===== src/rtl/muldiv_if.sv =====
// Request/response bundle between the execute stage and the RV32M multiply/divide sequencer.
interface muldiv_if #(
    parameter int XLEN = 32
) ();
    logic            start_i;
    logic [2:0]      funct3_i;
    logic [XLEN-1:0] rs1_i;
    logic [XLEN-1:0] rs2_i;
    logic            flush_i;
    logic            busy_o;
    logic            done_o;
    logic [XLEN-1:0] result_o;

    modport master (
        output start_i, funct3_i, rs1_i, rs2_i, flush_i,
        input  busy_o, done_o, result_o
    );

    modport slave (
        input  start_i, funct3_i, rs1_i, rs2_i, flush_i,
        output busy_o, done_o, result_o
    );
endinterface


===== src/rtl/muldiv_sequencer.sv =====
// RV32M multiply/divide sequencer: fixed-latency multiply, iterative restoring divide,
// single-cycle divide-by-zero / signed-overflow results, flushable from any state.
module muldiv_sequencer #(
    parameter int XLEN = 32
) (
    input logic     clk,
    input logic     rst,
    muldiv_if.slave bus
);
    localparam int CNT_W = $clog2(XLEN);

    typedef enum logic [2:0] {
        S_IDLE,
        S_MUL,
        S_DIV,
        S_FIX,
        S_DONE
    } state_e;

    state_e          state_q, state_d;
    logic [2:0]      fn_q, fn_d;
    logic [XLEN-1:0] a_q, a_d;
    logic [XLEN-1:0] b_q, b_d;
    logic [XLEN-1:0] dvs_q, dvs_d;
    logic [XLEN-1:0] rem_q, rem_d;
    logic [XLEN-1:0] quo_q, quo_d;
    logic [XLEN-1:0] result_q, result_d;
    logic [CNT_W-1:0] cnt_q, cnt_d;
    logic            done_q, done_d;

    // Multiply on the captured operands; the extra two guard bits let one unsigned
    // multiplier serve all four signedness combinations.
    logic            mul_a_signed, mul_b_signed;
    logic [2*XLEN+1:0] mul_a, mul_b;
    logic [2*XLEN-1:0] mul_prod;
    logic [XLEN-1:0] mul_res;

    always_comb begin
        mul_a_signed = (fn_q == 3'd1) || (fn_q == 3'd2);
        mul_b_signed = (fn_q == 3'd1);
        mul_a        = {{(XLEN+2){mul_a_signed & a_q[XLEN-1]}}, a_q};
        mul_b        = {{(XLEN+2){mul_b_signed & b_q[XLEN-1]}}, b_q};
        mul_prod     = (2*XLEN)'(mul_a * mul_b);
        mul_res      = (fn_q == 3'd0) ? mul_prod[XLEN-1:0] : mul_prod[2*XLEN-1:XLEN];
    end

    // One restoring step on magnitudes, then sign fix-up of the final pair.
    logic [XLEN:0]   rem_sh;
    logic            fits;
    logic [XLEN-1:0] rem_step, quo_step;
    logic            div_signed;
    logic [XLEN-1:0] quo_fix, rem_fix, div_res;

    always_comb begin
        rem_sh     = {rem_q, quo_q[XLEN-1]};
        fits       = rem_sh >= {1'b0, dvs_q};
        rem_step   = fits ? XLEN'(rem_sh - {1'b0, dvs_q}) : rem_sh[XLEN-1:0];
        quo_step   = {quo_q[XLEN-2:0], fits};
        div_signed = ~fn_q[0];
        quo_fix    = (div_signed && (a_q[XLEN-1] ^ b_q[XLEN-1])) ? -quo_q : quo_q;
        rem_fix    = (div_signed && a_q[XLEN-1]) ? -rem_q : rem_q;
        div_res    = fn_q[1] ? rem_fix : quo_fix;
    end

    // Classification of a new request straight from the request inputs.
    logic            in_div, in_signed, div_zero, div_ovf;
    logic [XLEN-1:0] special_res, abs_a, abs_b;

    always_comb begin
        in_div      = bus.funct3_i[2];
        in_signed   = ~bus.funct3_i[0];
        div_zero    = (bus.rs2_i == '0);
        div_ovf     = in_signed && (bus.rs1_i == {1'b1, {(XLEN-1){1'b0}}}) && (&bus.rs2_i);
        if (div_zero) special_res = bus.funct3_i[1] ? bus.rs1_i : '1;
        else          special_res = bus.funct3_i[1] ? '0 : bus.rs1_i;
        abs_a       = (in_signed && bus.rs1_i[XLEN-1]) ? -bus.rs1_i : bus.rs1_i;
        abs_b       = (in_signed && bus.rs2_i[XLEN-1]) ? -bus.rs2_i : bus.rs2_i;
    end

    always_comb begin
        // NOTE: every _d takes its _q value first so no path through this block infers a latch.
        state_d  = state_q;
        fn_d     = fn_q;
        a_d      = a_q;
        b_d      = b_q;
        dvs_d    = dvs_q;
        rem_d    = rem_q;
        quo_d    = quo_q;
        result_d = result_q;
        cnt_d    = cnt_q;
        done_d   = 1'b0;

        if (bus.flush_i) begin
            state_d = S_IDLE;
        end else begin
            unique case (state_q)
                S_IDLE, S_DONE: begin
                    if (bus.start_i) begin
                        fn_d = bus.funct3_i;
                        a_d  = bus.rs1_i;
                        b_d  = bus.rs2_i;
                        if (!in_div) begin
                            state_d = S_MUL;
                        end else if (div_zero || div_ovf) begin
                            state_d  = S_DONE;
                            result_d = special_res;
                            done_d   = 1'b1;
                        end else begin
                            state_d = S_DIV;
                            rem_d   = '0;
                            quo_d   = abs_a;
                            dvs_d   = abs_b;
                            cnt_d   = CNT_W'(XLEN-1);
                        end
                    end else begin
                        state_d = S_IDLE;
                    end
                end
                S_MUL: begin
                    state_d  = S_DONE;
                    result_d = mul_res;
                    done_d   = 1'b1;
                end
                S_DIV: begin
                    rem_d = rem_step;
                    quo_d = quo_step;
                    cnt_d = cnt_q - 1'b1;
                    if (cnt_q == '0) state_d = S_FIX;
                end
                S_FIX: begin
                    state_d  = S_DONE;
                    result_d = div_res;
                    done_d   = 1'b1;
                end
                default: state_d = S_IDLE;
            endcase
        end
    end

    // NOTE: reset is sampled on the clock edge and state updates use <= so all flops see pre-edge values.
    always_ff @(posedge clk) begin
        if (rst) begin
            state_q  <= S_IDLE;
            fn_q     <= '0;
            a_q      <= '0;
            b_q      <= '0;
            dvs_q    <= '0;
            rem_q    <= '0;
            quo_q    <= '0;
            result_q <= '0;
            cnt_q    <= '0;
            done_q   <= 1'b0;
        end else begin
            state_q  <= state_d;
            fn_q     <= fn_d;
            a_q      <= a_d;
            b_q      <= b_d;
            dvs_q    <= dvs_d;
            rem_q    <= rem_d;
            quo_q    <= quo_d;
            result_q <= result_d;
            cnt_q    <= cnt_d;
            done_q   <= done_d;
        end
    end

    assign bus.busy_o   = (state_q != S_IDLE);
    assign bus.done_o   = done_q;
    assign bus.result_o = result_q;
endmodule


===== src/flat_wrapper.sv =====
// flat-port wrapper written by rule: the top's interface ports become plain ports
module muldiv_sequencer_flat 
#(
    parameter int XLEN = 32
)
  (clk, rst, bus_start_i, bus_funct3_i, bus_rs1_i, bus_rs2_i, bus_flush_i, bus_busy_o, bus_done_o, bus_result_o);
  muldiv_if #(.XLEN(XLEN)) bus_i ();
  input logic clk;
  input logic rst;
  input wire logic [$bits(bus_i.start_i)-1:0] bus_start_i;
  input wire logic [$bits(bus_i.funct3_i)-1:0] bus_funct3_i;
  input wire logic [$bits(bus_i.rs1_i)-1:0] bus_rs1_i;
  input wire logic [$bits(bus_i.rs2_i)-1:0] bus_rs2_i;
  input wire logic [$bits(bus_i.flush_i)-1:0] bus_flush_i;
  output wire logic [$bits(bus_i.busy_o)-1:0] bus_busy_o;
  output wire logic [$bits(bus_i.done_o)-1:0] bus_done_o;
  output wire logic [$bits(bus_i.result_o)-1:0] bus_result_o;
  assign bus_i.start_i = bus_start_i;
  assign bus_i.funct3_i = bus_funct3_i;
  assign bus_i.rs1_i = bus_rs1_i;
  assign bus_i.rs2_i = bus_rs2_i;
  assign bus_i.flush_i = bus_flush_i;
  assign bus_busy_o = bus_i.busy_o;
  assign bus_done_o = bus_i.done_o;
  assign bus_result_o = bus_i.result_o;
  muldiv_sequencer #(.XLEN(XLEN)) u_core (.clk(clk), .rst(rst), .bus(bus_i));
endmodule

===== config.mk =====
export PLATFORM = sky130hd
export DESIGN_NAME = muldiv_sequencer_flat
export DESIGN_NICKNAME = d
export VERILOG_FILES = /design/src/rtl/muldiv_if.sv /design/src/rtl/muldiv_sequencer.sv /design/src/flat_wrapper.sv
export SDC_FILE = /design/constraint.sdc
export NUM_CORES = 2
export LEC_CHECK = 0
export BUFFER_PORTS_ARGS = -buffer_cell sky130_fd_sc_hd__buf_2
export CAP_MARGIN = 20
export CELL_PAD_IN_SITES_DETAIL_PLACEMENT = 1
export CELL_PAD_IN_SITES_GLOBAL_PLACEMENT = 2
export CORE_AREA = 2 2 371 373
export CTS_CLUSTER_DIAMETER = 30
export DETAILED_ROUTE_END_ITERATION = 10
export DIE_AREA = 0 0 373 375
export GPL_TIMING_DRIVEN = 0
export PLACE_DENSITY = 0.83
export SLEW_MARGIN = 20
export SYNTH_ARGS = -nofsm -noshare
export SYNTH_HDL_FRONTEND = slang
export SYNTH_SLANG_ARGS = --single-unit

===== constraint.sdc =====
create_clock -name clk -period 8.4 [get_ports clk]
set_input_delay 0.84 -clock clk [delete_from_list [all_inputs] [get_ports clk]]
set_output_delay 0.84 -clock clk [all_outputs]
set_load 0.03 [all_outputs]

### Word level (Yosys, flattened, before mapping)

Index checks and enable logic that the tools add are counted.

* multiply operators: 1
* magnitude comparators: 1
* add/subtract/negate cells: 6
* multiplexer cells: 35
* eq/ne operators: 12
* reduce and logical (&&, ||, !) cells: 23
* bitwise operators: 7

Operators with widths (count)
* 2-to-1 mux 32 bit: 19
* negation 32 bit: 4
* case mux 32 bit (2 select lines): 2
* case mux 32 bit (3 select lines): 1
* multiplier 33 x 33 -> 64 bit: 1
* greater-or-equal comparator 33 x 32 -> 1 bit: 1
* == test 32 bit (second input constant): 1
* zero test 32 bit: 1
* AND reduction 32 bit: 1
* subtractor 32 bit: 1
* 2-to-1 mux 5 bit: 3
* AND reduction 5 bit: 3
* 2-to-1 mux 3 bit: 4
* case mux 5 bit (2 select lines): 1
* == test 3 x 2 -> 1 bit (second input constant): 3
* case mux 3 bit (3 select lines): 1
* == test 3 x 1 -> 1 bit (second input constant): 2
* logical AND 1 bit: 6
* zero test 3 bit: 2
* inequality test 2 bit (second input constant): 3
* nonzero test 3 bit: 2
* OR reduction 2 bit: 3
* zero test 5 bit: 1
* subtractor 5 x 1 -> 5 bit (second input constant): 1
* other kinds (10): 18

* register bits after elaboration: 204
* logic and storage cells: 95

### Logic depth before layout (Yosys ltp)

* depth after elaboration: 8
* mapped depth: 33
* depth with buffers taken out: 29

### Least setup slack after synthesis

No wires, ideal clock.

* kind: flip-flop to flip-flop
* from: register u_core.fn_q[1]
* to: register u_core.result_q[26] (netlist: u_core.bus.result_o[26])
* path slack: -0.204 ns
* stages on the path, launching flop included: 33
* library setup time: 0.086 ns
* data arrival time: 8.519 ns
* path through: dfxtp_1 > clkbuf_1 > clkbuf_1 > xnor2_1 > nor2_1 > clkbuf_1 > nand2_1 > inv_1 > fa_1 > inv_1 > fa_1 > inv_1 > fa_1 > inv_1 > fa_1 > inv_1 > fa_1 > fa_1 > fa_1 > inv_1 > fa_1 > inv_1 > ha_1 > clkbuf_1 > a21o_1 > a21o_1 > a21oi_1 > inv_1 > a221o_1 > o21a_1 > nor4_1 > a31oi_1 > a211oi_1

* cells in the longest elaborated chain, start to end: 6
* elaborated cells between the ends (all ways): 10
* classes of those cells: mul: 1; eq/ne: 2; mux: 3; bitwise: 2; reduce/logical: 2

Ends and longest elaborated chain
* start: declaration: line muldiv_sequencer.sv:21 `logic [2:0] fn_q, fn_d;`
* start signal: assignment: line muldiv_sequencer.sv:155 `fn_q <= fn_d;`
* == test 3 x 1 -> 1 bit or == test 3 x 2 -> 1 bit (tied branches): line muldiv_sequencer.sv:39, muldiv_sequencer.sv:40
* logical OR 1 bit: line muldiv_sequencer.sv:39 `mul_a_signed = (fn_q == 3'd1) || (fn_q == 3'd2);`
* AND 1 bit: line muldiv_sequencer.sv:41 `mul_a = {{(XLEN+2){mul_a_signed & a_q[XLEN-1]}}, a_q};`
* multiplier 33 x 33 -> 64 bit: line muldiv_sequencer.sv:43 `mul_prod = (2*XLEN)'(mul_a * mul_b);`
* 2-to-1 mux 32 bit: line muldiv_sequencer.sv:44 `mul_res = (fn_q == 3'd0) ? mul_prod[XLEN-1:0] : mul_prod[2*XLEN-1:XLEN];`
* case mux 32 bit (3 select lines) *: line muldiv_sequencer.sv:96 `unique case (state_q)`
* end signal: assignment: line muldiv_sequencer.sv:161 `result_q <= result_d;`
* end: declaration: line muldiv_sequencer.sv:27 `logic [XLEN-1:0] result_q, result_d;`

Every way passes the cells marked *; elsewhere a longest branch is shown, timed or not.
A chain may end at the register's enable or synchronous reset.

### Final worst setup path

* from: register u_core.b_q[5]
* to: register u_core.result_q[16] (netlist: u_core.bus.result_o[16])

* cells in the longest elaborated chain, start to end: 3

Ends and longest elaborated chain
* start: declaration: line muldiv_sequencer.sv:23 `logic [XLEN-1:0] b_q, b_d;`
* start signal: assignment: line muldiv_sequencer.sv:146 `b_q <= '0;`
* start signal: assignment: line muldiv_sequencer.sv:157 `b_q <= b_d;`
* multiplier 33 x 33 -> 64 bit: line muldiv_sequencer.sv:43
* 2-to-1 mux 32 bit: line muldiv_sequencer.sv:44
* case mux 32 bit (3 select lines): line muldiv_sequencer.sv:96

Every way passes these cells.

==> reports/metrics.csv <==
stage,metric,value,unit
outcome,status,finished clean,
place,dp_cells,7912,
sta,max_slew_margin,0.2439,
floorplanning,fp.dieW,373,um
clock_tree,cts.sinks,204,
critical_path,r2r_start,u_core.b_q[5],
sta,hold_viol,0,
logic_synthesis,ys.flop_type,dfxtp_1,
place,port_buffers,94,
routing,wl,227.2,mm
routing,drc,0,
min_path,hold_path.class,register to register,
power_and_ir_drop,leakagePower,26.05,nW
grt,grt_usage,0.3262,
sta,post-route-period-util,0.9910,
logic_synthesis,synth_cells,6022,
clock_tree,cts-htree-levels,3,
clock_tree,cts_buffers,67,
routing,via_per_inst,5.572,
critical_path,crit_start,u_core.b_q[5],
floorplanning,initial_utilization,0.3761,
sta,worst_pin_slew,1.124,ns
final_layout,drive_gt1_frac,0.1076,
power_and_ir_drop,power.density,93.88,nW/um^2
clock_tree,cts_root_buffer,clkbuf_16,
sta,clock_skew,0.02129,ns
grt,grt_pass1_wl,332.5,mm
flow_run,max_cap_viol_count,0,
routing,met3_length,17.57,mm
routing,drtIter0Drc,3782,
grt,grt_pass1_vias,48850,
final_layout,fillers,16040,
floorplanning,io_pins,105,
sta,fmax,120.1,MHz
power_and_ir_drop,vdd_ir_drop_max,169.9,uV
sta,maxSlewViolCount,0,
critical_path,cp_data_arrival_time,8.82,ns
logic_synthesis,synth-edff-count,0,
sta,fin_crit,8.325,ns
logic_synthesis,yosysWarnings,0,
sta,setup_viol,0,
floorplanning,die_area,139900,um^2
critical_path,worstPathMaxFanout,10,
grt,antenna_found_initial,21,
logic_synthesis,async_flop_share,0,
routing,dr_wl_met2,103.0,mm
critical_path,critPathLaunchType,register,
grt,grt_max_degree,25,
logic_synthesis,ys_seq_elements,204,
clock_tree,insertion_delay,0.59,ns
routing,wl_per_cell,28.25,um
min_path,holdPathStages,2,
clock_tree,clk_transition_reported_paths,0.04,ns
min_path,hold_start,u_core.dvs_q[22],
clock_tree,clock_path_buffers,3,
grt,overflow,0,
floorplanning,rows,136,
routing,m1WireLength,91.51,mm
clock_tree,cts_tree,yes,
floorplanning,core,136300,um^2
place,placed_area,54040,um^2
logic_synthesis,synth_fp_nets,7471,
place,detailed_place_hpwl,189.6,mm
final_layout,fin_cells,8042,
logic_synthesis,avgSynthCellArea,8.512,um^2
routing,num_vias,44810,
routing,first_pass_iters,7,
clock_tree,ctsHoldBuffers,0,
final_layout,utilization,0.4266,
critical_path,worstRegToRegCells,26,
routing,antenna_left,0,
final_layout,syn_to_final_growth,13.42,%
final_layout,nets,7633,
final_layout,layout_common_cells,"inv_1 (1,220), fa_1 (1,113), nand2_1 (1,047), and2_1 (316), nor2_1 (251)",
critical_path,worst-endpoint-required,8.89,ns
critical_path,crit_path_end_kind,register,
critical_path,critPathKind,register to register,
sta,rsz0062_at_grt,true,
place,routabilityCongestion,0.9870,
logic_synthesis,syn_area,51260,um^2
final_layout,final_common_cell,inv_1,
logic_synthesis,synth.distinct_cells,81,
routing,highest_layer,met5,
final_layout,design_area,58140,um^2
floorplanning,die_y,375,um
logic_synthesis,ys_seq_area_frac,0.07967,
[sequential cells by signal (all words and copies together) (netlist names)]
| signal | count |
|---|---|
| u_core.a_q | 32 |
| u_core.b_q | 32 |
| u_core.bus.result_o | 32 |
| u_core.dvs_q | 32 |
| u_core.quo_q | 32 |
| u_core.rem_q | 32 |
| u_core.cnt_q | 5 |
| u_core.fn_q | 3 |
| u_core.state_q | 3 |
| u_core.bus.done_o | 1 |
[where the power goes]
part | switching, mW | internal [mW]
Sequential | 0.114 | 1.01
Combinational | 1.19 | 0.576
Clock | 0.770 | 1.79
[cell families after synthesis]
| kind of cell | after synthesis | synth area share |
|---|---|---|
| AND/OR/NAND/NOR | 1866 | 0.1637 |
| multiplexers | 27 | 0.005297 |
| XOR/XNOR | 213 | 0.03639 |
| flip-flops | 204 | 0.07967 |
| adder cells (fa/ha/maj) | 1397 | 0.5050 |
| AO/OA/AOI/OAI | 711 | 0.09185 |
| buffers and inverters | 1604 | 0.1181 |
[worst max-delay path, cell delays in order, from the launching register on]
cell,delay [ns]
dfxtp_2,0.54
clkbuf_4,0.39
nand2_1,0.11
fa_1,0.46
fa_1,0.49
inv_1,0.05
fa_1,0.54
fa_1,0.59
inv_1,0.07
fa_1,0.50
inv_1,0.05
fa_1,0.56
inv_1,0.06
fa_1,0.47
inv_1,0.05
fa_1,0.53
ha_4,0.35
and3_4,0.22
and3_2,0.25
nand3_2,0.13
a211oi_4,0.36
o211ai_1,0.23
nand2_2,0.17
a21boi_2,0.09
xnor2_2,0.45
a22oi_1,0.19
a211oi_1,0.29
[synthesized netlist by cell type, types with 31 or more instances]
cell / count / share of area
ha_1: 252 / 0.062
a21oi_1: 220 / 0.021
nor2_1: 256 / 0.019
a21o_1: 49 / 0.0072
dfxtp_1: 204 / 0.080
and2_1: 318 / 0.039
a222oi_1: 31 / 0.0061
nor3_1: 41 / 0.0040
nand3_1: 37 / 0.0036
xnor2_1: 124 / 0.021
fa_1: 1126 / 0.44
xor2_1: 89 / 0.015
a211oi_1: 68 / 0.010
o21ai_0: 128 / 0.012
clkbuf_1: 344 / 0.025
nand2_1: 1051 / 0.077
inv_1: 1233 / 0.090
[final cells by class]
class	count	area (um^2)	area share
Clock buffer	96	1956	0.03364
Inverter	1234	4646	0.07990
Timing Repair Buffer	143	907.1	0.01560
Clock inverter	24	350.3	0.006026
Tap cell	1794	2245	0.03861
Antenna cell	13	32.53	0.0005595
Sequential cell	204	4204	0.07231
Multi-Input combinational cell	4214	42000	0.7224
Buffer	320	1800	0.03097
[final timing paths]
| path | end | slack (ns) |
|---|---|---|
| min | u_core.dvs_q[22] | 0.45 |
| min reg2reg | u_core.dvs_q[22] | 0.45 |
| max reg2reg | u_core.bus.result_o[16] | 0.08 |
| max | u_core.bus.result_o[16] | 0.08 |
[stage by stage]
step | setup WS, ns | power (mW) | setup TNS [ns] | hold slack, ns
floorplan | 0.01948 | 2.027 | 0 | 0.4319
global placement | -2.318 | 2.737 | -53.86 | 0.4413
detailed placement | -2.354 | 2.759 | -53.81 | 0.4468
CTS | -0.007114 | 5.386 | -0.007114 | 0.4500
global route | -0.07376 | 5.627 | -0.2371 | 0.4725
finish | 0.07522 | 5.458 | 0 | 0.4505
[metal layers]
layer / global-route usage / vias up
li1: - / 18700
met1: 0.4233 / 23670
met2: 0.5214 / 1882
met3: 0.05526 / 560
met4: 0.1741 / 2
met5: 0 / -
[repair_timing]
action                                  CTS  global route
pin swaps                                34            56
setup buffers                            33            14
endpoints found under the setup margin   32            28
resized for setup                       440           194
Power figures use the tool's default switching activity.
